<file path="src/rtl/pc_unit.sv">
// Program counter with branch/jump redirect, pipeline stall, single-step debug mode
// and a sticky halt state. Also counts the PC updates retired since reset.
module pc_unit #(
    parameter int                NB_PC    = 32,
    parameter int                PC_INC   = 4,
    parameter logic [NB_PC-1:0]  RESET_PC = '0,
    parameter int                NB_CNT   = 32
) (
    input  logic              clk,
    input  logic              rst,
    input  logic              i_PC_write,
    input  logic              i_branch,
    input  logic [NB_PC-1:0]  i_branch_target,
    input  logic              i_jump,
    input  logic [NB_PC-1:0]  i_jump_target,
    input  logic              i_halt,
    input  logic              i_step_mode,
    input  logic              i_step,
    output logic [NB_PC-1:0]  o_PC,
    output logic [NB_PC-1:0]  o_PC_inc,
    output logic              o_halted,
    output logic [NB_CNT-1:0] o_upd_count
);

    typedef enum logic [1:0] {
        ST_RUN,
        ST_STEP_IDLE,
        ST_HALTED
    } state_t;

    localparam logic [NB_PC-1:0] INC = NB_PC'(PC_INC);

    state_t             r_state;
    logic [NB_PC-1:0]   r_pc;
    logic [NB_CNT-1:0]  r_cnt;
    logic               r_halted;
    logic               r_step_prev;

    logic               w_step_edge;
    logic               w_advance;
    logic               w_update;
    logic [NB_PC-1:0]   w_pc_inc;
    logic [NB_PC-1:0]   w_next_pc;

    assign w_pc_inc    = r_pc + INC;
    assign w_step_edge = i_step & ~r_step_prev;
    assign w_advance   = (r_state == ST_RUN) ||
                         ((r_state == ST_STEP_IDLE) && w_step_edge);
    // Halt wins over any update requested in the same cycle.
    assign w_update    = (r_state != ST_HALTED) && !i_halt && i_PC_write && w_advance;

    always_comb begin
        if (i_branch)
            w_next_pc = i_branch_target;
        else if (i_jump)
            w_next_pc = i_jump_target;
        else
            w_next_pc = w_pc_inc;
    end

    // NOTE: asynchronous reset in the sensitivity list; all state uses non-blocking <=
    // so every register samples the pre-edge values of its neighbours.
    always_ff @(posedge clk or negedge rst) begin
        if (!rst) begin
            r_state     <= ST_RUN;
            r_pc        <= RESET_PC;
            r_cnt       <= '0;
            r_halted    <= 1'b0;
            r_step_prev <= 1'b0;
        end else if (r_state != ST_HALTED) begin
            r_step_prev <= i_step;
            if (i_halt) begin
                r_state  <= ST_HALTED;
                r_halted <= 1'b1;
            end else begin
                if (w_update) begin
                    r_pc  <= w_next_pc;
                    r_cnt <= r_cnt + NB_CNT'(1);
                end
                // Mode change takes effect next cycle; this cycle used the old rule.
                r_state <= i_step_mode ? ST_STEP_IDLE : ST_RUN;
            end
        end
    end

    assign o_PC        = r_pc;
    assign o_PC_inc    = w_pc_inc;
    assign o_halted    = r_halted;
    assign o_upd_count = r_cnt;

endmodule

</file>
<file path="config.mk">
export PLATFORM = sky130hd
export DESIGN_NAME = pc_unit
export DESIGN_NICKNAME = d
export VERILOG_FILES = /design/src/rtl/pc_unit.sv
export SDC_FILE = /design/constraint.sdc
export NUM_CORES = 1
export LEC_CHECK = 0
export BUFFER_PORTS_ARGS = -buffer_cell sky130_fd_sc_hd__clkbuf_2
export CELL_PAD_IN_SITES_DETAIL_PLACEMENT = 0
export CELL_PAD_IN_SITES_GLOBAL_PLACEMENT = 2
export CORE_UTILIZATION = 30
export DETAILED_ROUTE_END_ITERATION = 16
export GPL_TIMING_DRIVEN = 1
export MAX_ROUTING_LAYER = met4
export PLACE_DENSITY = 0.89
export RECOVER_POWER = 25
export SETUP_SLACK_MARGIN = 0.02
export SYNTH_ARGS = -nofsm -noshare
export SYNTH_HDL_FRONTEND = slang
export SYNTH_SLANG_ARGS = --single-unit
export TNS_END_PERCENT = 5
</file>
<file path="constraint.sdc">
create_clock -name clk -period 3.3 [get_ports clk]
set_clock_uncertainty 0.05 [all_clocks]
set_input_delay 0.165 -clock clk [delete_from_list [all_inputs] [get_ports clk]]
set_output_delay 0.165 -clock clk [all_outputs]
set_load 0.02 [all_outputs]
</file>
==> results of run 1 <==
[worst max path at each step]
stage                         endpoint  slack (ns)  cells past startpoint
after floorplan           o_PC_inc[31]        0.95                      5
after global placement    o_PC_inc[30]        0.96                      6
after detailed placement  o_PC_inc[30]        0.91                      6
after CTS                 o_PC_inc[30]        0.55                      6
after global routing      o_PC_inc[12]        0.32                      6
final                     o_PC_inc[30]        0.56                      6
[state kept, by name (all words and copies together) (netlist names)]
signal	flops
o_PC	32
o_upd_count	32
r_state	2
o_halted	1
r_step_prev	1
[worst register-to-register path, stage by stage, from the launching register on]
cell	delay, ns
dfrtp_1	0.45
nand3_1	0.21
or3_1	0.50
nor4_1	0.57
o21ai_0	0.24
a22o_1	0.23
[timing repair]
action | 4_1_cts | 5_1_grt
gates resized for setup | 0 | 0
buffers inserted | 0 | 0
hold buffers | 2 | 0
endpoints found under the hold margin | 69 | 0
[layout make-up]
| type | instances | area (um^2) | share of cell area (%) |
|---|---|---|---|
| clock buffers | 11 | 253 | 4.70 |
| clock inverters | 4 | 72.6 | 1.35 |
| inverters | 12 | 45.0 | 0.838 |
| multi-input cells | 348 | 2260 | 42.0 |
| flip-flops and latches | 68 | 1700 | 31.6 |
| well taps | 176 | 220 | 4.09 |
| repair buffers | 174 | 826 | 15.4 |
[metal layers]
metal | GRT usage [%] | routed length [um] | vias to the layer above
li1 | - | - | 1983
met4 | 4.83 | 133 | 0
met1 | 27.2 | 6330 | 1945
met2 | 28.8 | 6040 | 185
met5 | - | 0 | -
met3 | 3.69 | 846 | 16
[kinds of logic (layout without fill, tap and decap cells)]
group           after synthesis  after routing
flops                        68             68
buf+inv                      38            201
mux                           3              3
xor+xnor                     59             59
compound gates              125            125
fa+ha+maj                     2              2
simple gates                159            159
[cells in the mapped netlist, types with 9 or more instances]
| cell type | instances | area, um^2 |
|---|---|---|
| o21ai_0 | 38 | 190 |
| nand3_1 | 23 | 115 |
| xor2_1 | 19 | 166 |
| a21oi_1 | 20 | 100 |
| nor2_1 | 28 | 105 |
| dfrtp_1 | 68 | 1700 |
| inv_1 | 12 | 45.0 |
| clkbuf_1 | 16 | 60.1 |
| o2bb2ai_1 | 9 | 78.8 |
| a22oi_1 | 11 | 82.6 |
| nand2_1 | 39 | 146 |
| nor3_1 | 12 | 60.1 |
| and3_1 | 9 | 56.3 |
| a22o_1 | 14 | 123 |
| nand4_1 | 10 | 62.6 |
| xnor2_1 | 40 | 350 |
[power by group through the flow]
stage | registers, mW | clock network [mW] | logic [mW]
6_report | 0.867 | 1.07 | 0.215
5_1_grt | 0.869 | 1.12 | 0.238
3_3_place_gp | 0.880 | 0 | 0.215
2_1_floorplan | 0.890 | 0 | 0.101
3_5_place_dp | 0.881 | 0 | 0.217
4_1_cts | 0.866 | 1.09 | 0.220
==> impl_metrics.tcl, run 1 <==
set metrics [dict create \
    grt_max_degree 69 \
    root_buffer "clkbuf_16" \
    power.leakage_nw 2.48 \
    worstPathArrival_ns 2.53 \
    nets 687 \
    final_max_slew_viol_count 0 \
    core_um2 13300 \
    setup_viol 0 \
    drc 0 \
    cp.required_ns 3.08 \
    cap_violations 0 \
    layout-area-overhead-vs-synth_pct 30.7 \
    worstHoldStart "i_branch_target[1]" \
    vias_per_cell 5.21 \
    io_buffers 168 \
    crit_chain "ha_1, nand2_1, or3_1, nor4_1, xor2_1, clkbuf_2" \
    path_max_fanout 7 \
    fill_cells 1394 \
    diodes 0 \
    tritoncts "built" \
    dr.pass1.iters 6 \
    avgSynthCellArea_um2 9.06 \
    critical_path_buf_inv_count 1 \
    finalHoldViolations 0 \
    fin_cells 793 \
    syn_inst 454 \
    startpoint "o_PC[2]$_DFFE_PN0P_" \
    cts.clk_slew.worst_paths_ns 0.06 \
    critical_path.slowest_cell "nor4_1" \
    htree_levels 3 \
    mostFrequentLayoutCells "clkbuf_2, dfrtp_1, clkbuf_1, xnor2_1, nand2_1" \
    synth_nets 528 \
    combPwrFrac_pct 10.0 \
    r2r_slack_ns 0.94 \
    synthSimpleGateAreaFrac_pct 20.1 \
    cp_top_family "simple AND/OR/NAND/NOR gates" \
    holdPathEnd "o_PC[1]$_DFFE_PN0P_" \
    die_w_um 119 \
    async_flop_share_pct 100 \
    dpl.cell_count 776 \
    wl_per_cell_um 16.8 \
    endpoint_kind "primary output" \
    post-place-ws_ns 0.911 \
    die-area_um2 14200 \
    cts_sinks 68 \
    rows 42 \
    fin_area_um2 5380 \
    mappedNetlistArea_um2 4120 \
    rsz0062_at_grt "no" \
    pwr-share-clk_pct 49.8 \
    r2r-start "o_PC[5]$_DFFE_PN0P_" \
    p_switching_mw 0.524 \
    dp.final_hpwl_um 9740 \
    internal_power_mw 1.63 \
    worst_slew_pin_slew_ns 1.02 \
    synth_adder_area_share_pct 0.608 \
    final_common_cell "clkbuf_2" \
    clockBufferDepth 2 \
    critPathKind "flip-flop to primary output" \
    power.density_nw_per_um2 400 \
    ant_nets 0 \
    critPathMaxStageDelay_ns 0.58 \
    whs_ns 0.0229 \
    yosysUniqueCellTypes 49 \
    fin_tns_setup_ns 0 \
    r2r_end "o_PC[27]$_DFFE_PN0P_" \
    seq_power_share_pct 40.2 \
    grt_use_total_pct 19.5 \
    clkLatencyLatePin_ns 0.33 \
    start_util_pct 31.0 \
    grt.overflow.total 0 \
    start_kind "flip-flop" \
    hold_depth 3 \
    status "finished, final reports clean" \
    fin_crit_ns 2.74 \
    synth_mux_area_share_pct 0.760 \
    slew_headroom_pct 31.5 \
    synth-xor-area-share_pct 12.6 \
    synth_seq_area_share_pct 41.3 \
    worstHoldPathType "input pin to flip-flop" \
    synth_top_family_by_area "compound AO/OA/AOI/OAI gates" \
    vias 4129 \
    ys_ff_latch 68 \
    wl_um 13400 \
    synth-main-ff-cell "dfrtp_1" \
    io_pins 169 \
    synth_compound_area_share_pct 20.2 \
    fmax_ghz 0.365 \
    yosys_warnings 0 \
    gp_congestion 0.871 \
    grt_pass1_wl_um 21000 \
    final_core_util_pct 40.4 \
    fp.dieH_um 119 \
    numCtsBuffers 9 \
    grt_pass1_vias 3859 \
    grt_antenna_before_repair 0 \
    period_share_pct 83.1 \
    placed_area_um2 5100 \
    irDropWorstVdd_mv 0.235 \
    fin_ws_ns 0.557 \
    p_total_mw 2.15 \
    drive_gt1_share_pct 23.5 \
    synth_edf_count 0 \
    switching_share_pct 24.3 \
    reg2regPathDepth 5 \
    drtIter0Drc 232 \
]
Power figures use the tool's default switching activity.
==> inputs of run 2 (changes only) <==
--- a/config.mk
+++ b/config.mk
@@ -8,11 +8,11 @@
 export BUFFER_PORTS_ARGS = -buffer_cell sky130_fd_sc_hd__clkbuf_2
 export CELL_PAD_IN_SITES_DETAIL_PLACEMENT = 0
 export CELL_PAD_IN_SITES_GLOBAL_PLACEMENT = 2
-export CORE_UTILIZATION = 30
+export CORE_UTILIZATION = 28
 export DETAILED_ROUTE_END_ITERATION = 16
 export GPL_TIMING_DRIVEN = 1
 export MAX_ROUTING_LAYER = met4
-export PLACE_DENSITY = 0.89
+export PLACE_DENSITY = 0.84
 export RECOVER_POWER = 25
 export SETUP_SLACK_MARGIN = 0.02
 export SYNTH_ARGS = -nofsm -noshare
==> constraint.sdc (replaced) <==
create_clock -name clk -period 2.8 [get_ports clk]
set_clock_uncertainty 0.05 [all_clocks]
set_input_delay 0.14 -clock clk [delete_from_list [all_inputs] [get_ports clk]]
set_output_delay 0.14 -clock clk [all_outputs]
set_load 0.02 [all_outputs]
==> impl_metrics.tcl, run 2 (same netlist as run 1, synthesis figures left out) <==
set metrics [dict create \
    placed_area_um2 5160 \
    fin_crit_ns 2.64 \
    slew_headroom_pct -6.59 \
    power.leakage_nw 2.61 \
    fin_ws_ns 0.157 \
    rsz0062_at_grt "no" \
    ant_nets 0 \
    cp.required_ns 2.61 \
    combPwrFrac_pct 10.7 \
    endpoint_kind "primary output" \
    worst_slew_pin_slew_ns 1.60 \
    gp_congestion 0.815 \
    dr.pass1.iters 4 \
    drtIter0Drc 189 \
    grt_pass1_wl_um 21300 \
    grt.overflow.total 0 \
    mostFrequentLayoutCells "clkbuf_2, dfrtp_1, xnor2_1, nand2_1, o21ai_0" \
    grt_use_total_pct 19.2 \
    drive_gt1_share_pct 29.0 \
    worstHoldStart "i_jump_target[13]" \
    vias_per_cell 5.06 \
    tritoncts "built" \
    violations "capacitance limit, slew limit" \
    die-area_um2 15200 \
    die_w_um 123 \
    critPathKind "flip-flop to primary output" \
    vias 4099 \
    crit_chain "nand3_1, or3_2, or4_4, xnor2_1, clkbuf_2" \
    finalHoldViolations 0 \
    htree_levels 3 \
    nets 699 \
    clkLatencyLatePin_ns 0.34 \
    cts_sinks 68 \
    path_max_fanout 7 \
    holdPathEnd "o_PC[13]$_DFFE_PN0P_" \
    fin_tns_setup_ns 0 \
    dp.final_hpwl_um 10200 \
    setup_viol 0 \
    clockBufferDepth 2 \
    wl_per_cell_um 16.8 \
    worstHoldPathType "input pin to flip-flop" \
    p_total_mw 2.45 \
    fin_area_um2 5520 \
    r2r_end "o_PC[31]$_DFFE_PN0P_" \
    r2r_slack_ns 0.52 \
    critPathMaxStageDelay_ns 0.54 \
    post_cts_buffers 0 \
    fp.dieH_um 123 \
    grt_pass1_vias 3971 \
    period_share_pct 94.4 \
    internal_power_mw 1.84 \
    irDropWorstVdd_mv 0.336 \
    switching_share_pct 24.7 \
    worstPathArrival_ns 2.45 \
    p_switching_mw 0.604 \
    status "complete, but fails checks" \
    pwr-share-clk_pct 47.5 \
    critical_path.slowest_cell "or3_2" \
    reg2regPathDepth 5 \
    wl_um 13600 \
    hold_depth 3 \
    io_buffers 168 \
    drc 0 \
    rows 43 \
    fin_cells 810 \
    grt_max_degree 45 \
    layout-area-overhead-vs-synth_pct 34.1 \
    numCtsBuffers 9 \
    start_kind "flip-flop" \
    final_common_cell "clkbuf_2" \
    diodes 0 \
    power.density_nw_per_um2 443 \
    core_um2 14100 \
    seq_power_share_pct 41.8 \
    start_util_pct 29.2 \
    r2r-start "o_PC[11]$_DFFE_PN0P_" \
    root_buffer "clkbuf_16" \
    post-place-ws_ns 0.481 \
    dpl.cell_count 788 \
    cts.clk_slew.worst_paths_ns 0.06 \
    final_max_slew_viol_count 30 \
    io_pins 169 \
    fmax_ghz 0.378 \
    cap_violations 1 \
    grt_antenna_before_repair 0 \
]
-- run 2: cell count changes in the layout (fill, tap and decap cells not counted), sizes merged --
cell / delta
bufinv: -1
clkinv: +1
clkbuf: +2
buf: +7
dlygate4sd3: +4
-- run 2: cell type report --
class | count | area [um^2]
fillers | 1472 | 8580
inverters | 12 | 45.0
repair buffers | 186 | 955
well taps | 180 | 225
flip-flops and latches | 68 | 1700
multi-input cells | 348 | 2290
clock buffers | 12 | 256
clock inverters | 4 | 47.5
-- run 2: worst max path at each step --
stage                               from                    to  slack (ns)
finish              o_PC[11]$_DFFE_PN0P_          o_PC_inc[31]        0.16
global route         o_PC[2]$_DFFE_PN0P_          o_PC_inc[18]        0.03
CTS                  o_PC[2]$_DFFE_PN0P_          o_PC_inc[30]         0.1
detailed placement   o_PC[5]$_DFFE_PN0P_  o_PC[31]$_DFFE_PN0P_        0.48
global placement     o_PC[2]$_DFFE_PN0P_          o_PC_inc[30]        0.51
floorplan            o_PC[5]$_DFFE_PN0P_          o_PC_inc[31]        0.48
-- run 2: through the flow --
step / hold WS, ns / utilization, %
6_report: 0.0487 / 39.1
5_1_grt: 0.0442 / 39.1
4_1_cts: 0.0357 / 39.2
3_5_place_dp: 0.159 / 36.6
3_3_place_gp: 0.142 / 36.6
2_1_floorplan: -0.206 / -
-- run 2: what timing repair did --
item                                    CTS  global route
hold buffers                              6             0
hold endpoints to repair                 32             0
gates resized for setup                   0             5
endpoints found under the setup margin    0             5
-- run 2: power by group through the flow --
stage | registers, mW | logic (mW) | clock network [mW]
floorplan | 1.05 | 0.119 | 0
global placement | 1.04 | 0.257 | 0
detailed placement | 1.04 | 0.260 | 0
CTS | 1.02 | 0.268 | 1.19
global route | 1.02 | 0.292 | 1.23
finish | 1.02 | 0.263 | 1.16
-- run 2: per-layer routing --
metal	track usage (%)	share of wire, %	vias to the layer above
li1	-	-	1999
met1	25.0	48	1936
met5	-	0	-
met3	4.24	5.5	11
met2	29.5	45	153
met4	5.87	1.3	0
-- run 2: worst max-delay path, delay by kind of cell (launching register included) --
| kind | cells | cell delay (ns) |
|---|---|---|
| buffers and inverters | 1 | 0.20 |
| xor gates and xnor gates | 1 | 0.20 |
| DFF | 1 | 0.46 |
| and+or+nand+nor | 3 | 1.26 |
==> inputs of run 3 (changes only) <==
--- a/config.mk
+++ b/config.mk
@@ -12,7 +12,7 @@
 export DETAILED_ROUTE_END_ITERATION = 16
 export GPL_TIMING_DRIVEN = 1
 export MAX_ROUTING_LAYER = met4
-export PLACE_DENSITY = 0.84
+export PLACE_DENSITY_LB_ADDON = 0.1
 export RECOVER_POWER = 25
 export SETUP_SLACK_MARGIN = 0.02
 export SYNTH_ARGS = -nofsm -noshare
==> impl_metrics.tcl, run 3 (same netlist as run 1, synthesis figures left out) <==
set metrics [dict create \
    status "finished, final reports clean" \
    endpoint_kind "primary output" \
    seq_power_share_pct 40.6 \
    ant_nets 0 \
    start_util_pct 29.2 \
    cp.required_ns 2.61 \
    vias_per_cell 5.07 \
    power.density_nw_per_um2 456 \
    clockBufferDepth 2 \
    root_buffer "clkbuf_16" \
    top_usage_layer "met2" \
    fmax_ghz 0.376 \
    period_share_pct 95.0 \
    cts.clk_slew.worst_paths_ns 0.06 \
    combPwrFrac_pct 10.5 \
    wl_um 14100 \
    worstPathArrival_ns 2.47 \
    grt_pass1_wl_um 22200 \
    slew_headroom_pct 38.2 \
    fin_crit_ns 2.66 \
    power.leakage_nw 2.54 \
    fin_area_um2 5510 \
    io_buffers 168 \
    cts_sinks 68 \
    tritoncts "built" \
    fin_tns_setup_ns 0 \
    gr-usage-met2_pct 29.6 \
    clkLatencyLatePin_ns 0.34 \
    final_max_slew_viol_count 0 \
    die-area_um2 15200 \
    grt_max_degree 69 \
    grt_pass1_vias 4052 \
    internal_power_mw 1.89 \
    grt_use_total_pct 20.0 \
    hold_depth 2 \
    drtIter0Drc 233 \
    final_common_cell "clkbuf_2" \
    worst_slew_pin_slew_ns 0.928 \
    path_max_fanout 7 \
    grt_antenna_before_repair 1 \
    setup_viol 0 \
    nets 700 \
    gr-usage-met1_pct 27.3 \
    gp_congestion 0.803 \
    layout-area-overhead-vs-synth_pct 34.0 \
    drc 0 \
    switching_share_pct 24.8 \
    finalHoldViolations 0 \
    irDropWorstVdd_mv 0.295 \
    mostFrequentLayoutCells "clkbuf_2, dfrtp_1, clkbuf_1, xnor2_1, nand2_1" \
    vias 4119 \
    p_switching_mw 0.625 \
    die_w_um 123 \
    wl_per_cell_um 17.4 \
    dr.pass1.iters 4 \
    critPathKind "flip-flop to primary output" \
    cap_violations 0 \
    numCtsBuffers 9 \
    start_kind "flip-flop" \
    worstHoldPathType "input pin to flip-flop" \
    drive_gt1_share_pct 25.4 \
    rsz0062_at_grt "no" \
    fp.dieH_um 123 \
    core_um2 14100 \
    use_met3_pct 3.32 \
    placed_area_um2 5180 \
    htree_levels 3 \
    pwr-share-clk_pct 48.9 \
    dp.final_hpwl_um 10400 \
    io_pins 169 \
    rows 43 \
    post_cts_buffers 0 \
    reg2regPathDepth 5 \
    grt.overflow.total 0 \
]
==> run 3: cell type report <==
class	instances	area, um^2
Timing Repair Buffer	187	930
Inverter	12	45.0
Clock inverter	3	42.5
Fill cell	1488	8580
Clock buffer	13	280
Tap cell	180	225
Sequential cell	68	1700
Antenna cell	1	2.50
Multi-Input combinational cell	348	2290
==> run 3: critical path, cell delays in order, from the launching register on <==
cell,delay (ns)
dfrtp_1,0.47
nand3_1,0.25
or3_4,0.48
or4_4,0.56
xnor2_1,0.18
clkbuf_2,0.19
==> run 3: per-layer routing <==
layer / share of wire (%) / vias up
met2: 44 / 130
met5: 0 / -
met1: 49 / 1963
met4: 1.3 / 0
met3: 5.9 / 12
li1: - / 2014
==> run 3: path summary, 6_finish.rpt <==
check | endpoint | slack, ns | start
setup / recovery | o_PC_inc[31] | 0.14 | o_PC[5]$_DFFE_PN0P_
hold / removal | r_step_prev$_DFFE_PN0N_ | 0.03 | i_step
setup reg to reg | o_PC[31]$_DFFE_PN0P_ | 0.48 | o_PC[5]$_DFFE_PN0P_
hold reg to reg | o_halted$_DFFE_PN0P_ | 0.41 | o_halted$_DFFE_PN0P_
max in group asynchronous | o_PC[12]$_DFFE_PN0P_ | 1.66 | rst
min in group asynchronous | o_upd_count[16]$_DFFE_PN0P_ | 0.44 | rst
==> run 3: power by group through the flow <==
stage                     logic, mW  clock network, mW  registers [mW]
after CTS                     0.270               1.26            1.02
after global placement        0.262                  0            1.04
final                         0.263               1.23            1.02
after global routing          0.293               1.31            1.02
after floorplan               0.119                  0            1.05
after detailed placement      0.263                  0            1.04
==> run 3: repair_timing <==
action | in CTS | in global routing
gates resized for setup | 0 | 5
endpoints found under the hold margin | 72 | 0
setup endpoints to repair | 0 | 6
hold buffers | 5 | 0
==> run 3: stage by stage <==
step,worst slack (ns),power (mW),util [%],cells,hold slack [ns]
6_report,0.140,2.51,39.1,812,0.0274
5_1_grt,0.0277,2.63,39.1,812,0.0396
4_1_cts,0.0617,2.55,39.4,811,0.0157
3_5_place_dp,0.434,1.30,36.7,790,0.297
3_3_place_gp,0.518,1.30,36.7,790,0.293
2_1_floorplan,0.477,1.17,-,454,-0.206
